## config.mk

```make
export PLATFORM = sky130hd
export DESIGN_NAME = i2c_slave_sync_mem
export DESIGN_NICKNAME = d
export VERILOG_FILES = /design/src/rtl/i2c_slave_sync_mem.sv
export SDC_FILE = /design/constraint.sdc
export NUM_CORES = 1
export LEC_CHECK = 0
export ABC_AREA = 1
export ABC_CLOCK_PERIOD_IN_PS = 1900
export CAP_MARGIN = 20
export CORE_ASPECT_RATIO = 0.8
export CORE_UTILIZATION = 40
export DETAILED_ROUTE_END_ITERATION = 10
export PLACE_DENSITY_LB_ADDON = 0.1
export SYNTH_ARGS = -nofsm -noshare
export SYNTH_HDL_FRONTEND = slang
export SYNTH_SLANG_ARGS = --single-unit
export TNS_END_PERCENT = 1
```

## constraint.sdc

```tcl
create_clock -name Clk -period 1.9 [get_ports Clk]
set_input_delay 0.19 -clock Clk [delete_from_list [all_inputs] [get_ports Clk]]
set_output_delay 0.19 -clock Clk [all_outputs]
set_load 0.02 [all_outputs]
```

## src/rtl/i2c_slave_sync_mem.sv

```systemverilog
// I2C slave bridging a pad wrapper to a register file, fully synchronous to Clk.
// SCL/SDA are oversampled; the slave supports write bursts, repeated-START random reads and NACK/STOP recovery.
module i2c_slave_sync_mem #(
  parameter logic [6:0]  DEVADDR       = 7'h50,
  parameter int unsigned MEMADDRLENGTH = 8,
  parameter int unsigned SYNCSTAGES    = 2
) (
  input  logic                     Clk,
  input  logic                     Reset,
  input  logic                     SCL,
  input  logic                     SDA,
  output logic                     SDA_oe,
  output logic [MEMADDRLENGTH-1:0] MemAddress,
  output logic [7:0]               MemWriteData,
  output logic                     MemWrite,
  output logic                     MemRead,
  input  logic [7:0]               MemReadData,
  output logic                     Busy,
  output logic                     Selected
);

  typedef enum logic [2:0] {
    StIdle, StDevAddr, StAck, StPtr, StWData, StRData, StRDataAck, StWaitStop
  } state_e;

  localparam logic [MEMADDRLENGTH-1:0] AddrOne = 1;

  logic [SYNCSTAGES-1:0] scl_sync, sda_sync;
  logic                  scl_prev, sda_prev, scl_s, sda_s;
  logic                  scl_rise, scl_fall, start_det, stop_det;

  state_e     state, ack_next;
  logic [3:0] bit_cnt;
  logic [7:0] shift, rd_shift, rx_byte;
  logic       rd_load;
  logic       ack_phase;

  assign scl_s     = scl_sync[SYNCSTAGES-1];
  assign sda_s     = sda_sync[SYNCSTAGES-1];
  assign scl_rise  = scl_s & ~scl_prev;
  assign scl_fall  = ~scl_s & scl_prev;
  assign start_det = scl_s & scl_prev & ~sda_s & sda_prev;
  assign stop_det  = scl_s & scl_prev & sda_s & ~sda_prev;
  assign rx_byte   = {shift[6:0], sda_s};

  always_ff @(posedge Clk) begin
    if (Reset) begin
      scl_sync <= '1;
      sda_sync <= '1;
      scl_prev <= 1'b1;
      sda_prev <= 1'b1;
    end else begin
      scl_sync <= {scl_sync[SYNCSTAGES-2:0], SCL};
      sda_sync <= {sda_sync[SYNCSTAGES-2:0], SDA};
      scl_prev <= scl_s;
      sda_prev <= sda_s;
    end
  end

  always_ff @(posedge Clk) begin
    if (Reset) begin
      state        <= StIdle;
      ack_next     <= StIdle;
      bit_cnt      <= 4'd0;
      shift        <= 8'h00;
      rd_shift     <= 8'h00;
      rd_load      <= 1'b0;
      ack_phase    <= 1'b0;
      SDA_oe       <= 1'b0;
      MemAddress   <= '0;
      MemWriteData <= 8'h00;
      MemWrite     <= 1'b0;
      MemRead      <= 1'b0;
      Busy         <= 1'b0;
      Selected     <= 1'b0;
    end else begin
      MemWrite <= 1'b0;
      MemRead  <= 1'b0;
      rd_load  <= MemRead;
      if (rd_load) rd_shift <= MemReadData;
      // Post-write increment lands one Clk after the strobe so the write sees the old pointer.
      if (MemWrite) MemAddress <= MemAddress + AddrOne;

      if (start_det) begin
        state    <= StDevAddr;
        bit_cnt  <= 4'd0;
        Busy     <= 1'b1;
        Selected <= 1'b0;
        SDA_oe   <= 1'b0;
      end else if (stop_det) begin
        state    <= StIdle;
        bit_cnt  <= 4'd0;
        Busy     <= 1'b0;
        Selected <= 1'b0;
        SDA_oe   <= 1'b0;
      end else begin
        case (state)
          StIdle: ;
          StDevAddr, StPtr, StWData: begin
            if (scl_rise) begin
              shift   <= rx_byte;
              bit_cnt <= bit_cnt + 4'd1;
              if (bit_cnt == 4'd7) begin
                bit_cnt   <= 4'd0;
                ack_phase <= 1'b0;
                if (state == StDevAddr) begin
                  if (rx_byte[7:1] == DEVADDR) begin
                    state    <= StAck;
                    ack_next <= rx_byte[0] ? StRData : StPtr;
                  end else begin
                    state <= StWaitStop;
                  end
                end else if (state == StPtr) begin
                  MemAddress <= rx_byte[MEMADDRLENGTH-1:0];
                  state      <= StAck;
                  ack_next   <= StWData;
                end else begin
                  MemWriteData <= rx_byte;
                  MemWrite     <= 1'b1;
                  state        <= StAck;
                  ack_next     <= StWData;
                end
              end
            end
          end
          StAck: begin
            if (scl_fall) begin
              if (!ack_phase) begin
                SDA_oe    <= 1'b1;
                Selected  <= 1'b1;
                ack_phase <= 1'b1;
                if (ack_next == StRData) MemRead <= 1'b1;
              end else begin
                state <= ack_next;
                if (ack_next == StRData) begin
                  // First read bit goes out on the same fall that ends the ACK slot.
                  SDA_oe   <= ~rd_shift[7];
                  rd_shift <= {rd_shift[6:0], 1'b1};
                  bit_cnt  <= 4'd1;
                end else begin
                  SDA_oe  <= 1'b0;
                  bit_cnt <= 4'd0;
                end
              end
            end
          end
          StRData: begin
            if (scl_fall) begin
              if (bit_cnt == 4'd8) begin
                SDA_oe    <= 1'b0;
                bit_cnt   <= 4'd0;
                ack_phase <= 1'b0;
                state     <= StRDataAck;
              end else begin
                SDA_oe   <= ~rd_shift[7];
                rd_shift <= {rd_shift[6:0], 1'b1};
                bit_cnt  <= bit_cnt + 4'd1;
              end
            end
          end
          StRDataAck: begin
            if (scl_rise) begin
              if (!sda_s) begin
                MemAddress <= MemAddress + AddrOne;
                MemRead    <= 1'b1;
                ack_phase  <= 1'b1;
              end else begin
                Selected <= 1'b0;
                state    <= StWaitStop;
              end
            end else if (scl_fall && ack_phase) begin
              SDA_oe   <= ~rd_shift[7];
              rd_shift <= {rd_shift[6:0], 1'b1};
              bit_cnt  <= 4'd1;
              state    <= StRData;
            end
          end
          StWaitStop: SDA_oe <= 1'b0;
          default:    state  <= StIdle;
        endcase
      end
    end
  end

endmodule

```

==> impl_metrics.csv <==
group,metric,value,unit
run_status,status,"completed",
synthesis,syn_inst,451,
drt,route.detailed.drc,0,
synthesis,ys.flop_type,"dfxtp_1",
global_route,grt_first_pass_wirelength,12500,um
clocking,cts.clk_slew.worst_paths,0.10,ns
power_and_ir_drop,peakVddDrop,503,uV
synthesis,yosysSeqAreaShare,0.361,
timing,drv_slew,0,
flow_run,drv_cap,0,
final_layout,area.growth.synth_to_final,18.2,%
power_and_ir_drop,cellInternalPower,1.91,mW
placement,placed_cell_area,3430,sq um
clocking,ctsHtreeMaxLevel,2,
timing,maxSlewHeadroom,0.734,
synthesis,synth-edff-count,0,
synthesis,yosysTopAreaCell,"dfxtp_1",
timing,clock-skew-final,0.00793,ns
final_layout,drive_gt1_frac,0.126,
final_layout,mostFrequentLayoutCells,"nand2_1 (120), dfxtp_1 (54), nor2_1 (54)",
setup_path,path_cells,"ha_1 > nand3_1 > nor2_2 > nand2_2 > nor2_4 > inv_2 > nor2_1 > nor2_1",
setup_path,cp_num_buf_inv,1,
synthesis,yosysWarnings,0,
power_and_ir_drop,p_clk_frac,0.221,
power_and_ir_drop,finalPower,3.24,mW
clocking,post_cts_buffers,0,
timing,rsz0062_at_grt,"no",
setup_path,cp_num_cells,8,
placement,io_buffers,32,
die,row_count,27,
clocking,tritoncts,"built",
timing,hold_viol,0,
synthesis,synth_seq_cells,54,
drt,drt_iter0_drc,195,
synthesis,synth_area,2990,sq um
power_and_ir_drop,switching_share,0.412,
setup_path,cp.required,2.12,ns
drt,dr.pass1.iters,5,
drt,via_per_inst,4.96,
global_route,grt.overflow.total,0,
final_layout,layout.nets,505,
drt,postRouteWirelength,7350,um
global_route,track_usage,0.203,
synthesis,ys_async_sr_fraction,0,
setup_path,cp_slowest_cell,"dfxtp_1",
clocking,clockBufferDepth,2,
timing,setup_viol,0,
clocking,cts_inserted_buffers,5,
die,fp.dieH,79.4,um
setup_path,critPathTopFamily,"simple AND/OR/NAND/NOR gates",
timing,fin_tns_setup,0,ns
setup_path,crit_type,"register to register",
synthesis,synth_fp_nets,466,
synthesis,synth.top_cell.area_share,0.361,
timing,period_needed,1.72,ns
die,coreArea,7060,sq um
power_and_ir_drop,cellLeakagePower,1.67,nW
power_and_ir_drop,combPwrFrac,0.374,
setup_path,crit_top_cell,"nor2_1",
final_layout,antennaDiodeCount,0,
min_path,hold_depth,1,
timing,post-route-period-util,0.905,
final_layout,final_common_cell,"nand2_1",
setup_path,crit_arrival,1.94,ns
placement,gp_congestion,0.831,
setup_path,crit_path_end_kind,"register",
die,initial_utilization,0.424,
drt,dr_total_vias,2865,
power_and_ir_drop,pwr-share-seq,0.404,
clocking,clock_sinks,54,
final_layout,fin_area,3540,sq um
power_and_ir_drop,power.net_switching,1.33,mW
clocking,clk_latency,0.32,ns
power_and_ir_drop,powerDensity,916,nW/um^2
drt,wl_per_cell,12.7,um
clocking,cts_hold_buf,0,
synthesis,synth_cell_type_count,38,
timing,fmax,0.581,GHz
die,ios,33,
setup_path,path_max_fanout,10,
drt,drtAntennaViolNets,0,
die,die_x,98.7,um
clocking,clockRootBuffer,"clkbuf_8",
setup_path,crit_path_start_kind,"register",
die,fp.dieArea,7830,sq um
synthesis,syn_area_per_cell,6.63,sq um
min_path,hp-class,"register to register",
synthesis,yosys-top-cells-area,"dfxtp_1 (36%), nand2_1 (15%), nor2_1 (6.9%), inv_1 (5.6%), nand3_1 (5.2%)",
global_route,antenna_found_initial,0,
setup_path,r2r_cells,8,
global_route,grt_max_degree,22,
placement,place_hpwl,5470,um
global_route,grt_pass1_vias,2627,
timing,worst_pin_slew,0.399,ns
setup_path,cp_slowest_stage_delay,0.40,ns
[worst paths after layout]
kind	from	slack, ns	end
max reg2reg	bit_cnt[0]	0.18	MemWriteData[2]
max	bit_cnt[0]	0.18	MemWriteData[2]
min	sda_sync[0]	0.42	sda_sync[1]
min reg2reg	sda_sync[0]	0.42	sda_sync[1]
[per-stage QoR]
step / util / setup WS, ns / instances / hold WS, ns
4_1_cts: 0.501 / 0.115 / 578 / 0.420
6_report: 0.501 / 0.180 / 578 / 0.417
3_5_place_dp: 0.486 / 0.142 / 570 / 0.394
2_1_floorplan: - / 0.382 / 451 / 0.259
5_1_grt: 0.501 / 0.00273 / 578 / 0.429
3_3_place_gp: 0.486 / 0.203 / 570 / 0.391
[synth_stat cells, types with 3 or more instances]
| master | instances |
|---|---|
| nand2_1 | 120 |
| nor2_1 | 55 |
| dfxtp_1 | 54 |
| inv_1 | 45 |
| nand3_1 | 31 |
| o21ai_0 | 27 |
| a21oi_1 | 25 |
| o21ai_1 | 15 |
| inv_2 | 12 |
| nand2_2 | 7 |
| nor2_2 | 7 |
| mux2_2 | 6 |
| nor3_1 | 5 |
| xor2_1 | 5 |
| or2_2 | 4 |
| ha_1 | 3 |
[state kept, by name (all words and copies together) (netlist names), 2 cells and up]
name,flops
MemAddress,8
MemWriteData,8
rd_shift,8
shift,7
bit_cnt,4
ack_next,3
state,3
scl_sync,2
sda_sync,2
[layer usage]
layer  wire, um  vias to the layer above  part of all wire  global-route usage
met1       3950                     1252              0.54               0.306
met5          0                        -                 0                   0
li1           -                     1517                 -                   -
met4         71                        0            0.0097              0.0478
met2       2890                       88              0.39               0.287
met3        442                        8             0.060              0.0467
[logic make-up after synthesis]
family / after synthesis / share of synthesized area
mux: 7 / 0.0259
compound gates: 76 / 0.141
fa+ha+maj: 3 / 0.0125
xor+xnor: 5 / 0.0146
buf+inv: 64 / 0.0832
simple gates: 242 / 0.361
flops: 54 / 0.361
[final cells by class]
type	instances	area, sq um
clock inverters	2	17.5
repair buffers	38	365
flip-flops and latches	54	1080
clock buffers	6	82.6
multi-input cells	333	1660
fillers	717	3520
inverters	58	218
well taps	87	109
[power groups by stage]
stage                     sequential, mW  clock [mW]  combinational, mW
final                               1.31       0.717               1.21
after floorplan                     1.32           0              0.928
after global routing                1.32       0.795               1.37
after detailed placement            1.33           0               1.19
after global placement              1.33           0               1.21
after CTS                           1.31       0.737               1.20
[repair_timing]
item                                    4_1_cts  5_1_grt
endpoints found under the hold margin         0        0
resized for setup                             0        2
endpoints found under the setup margin        0       13
No activity file was read; power rests on OpenSTA's default activity.
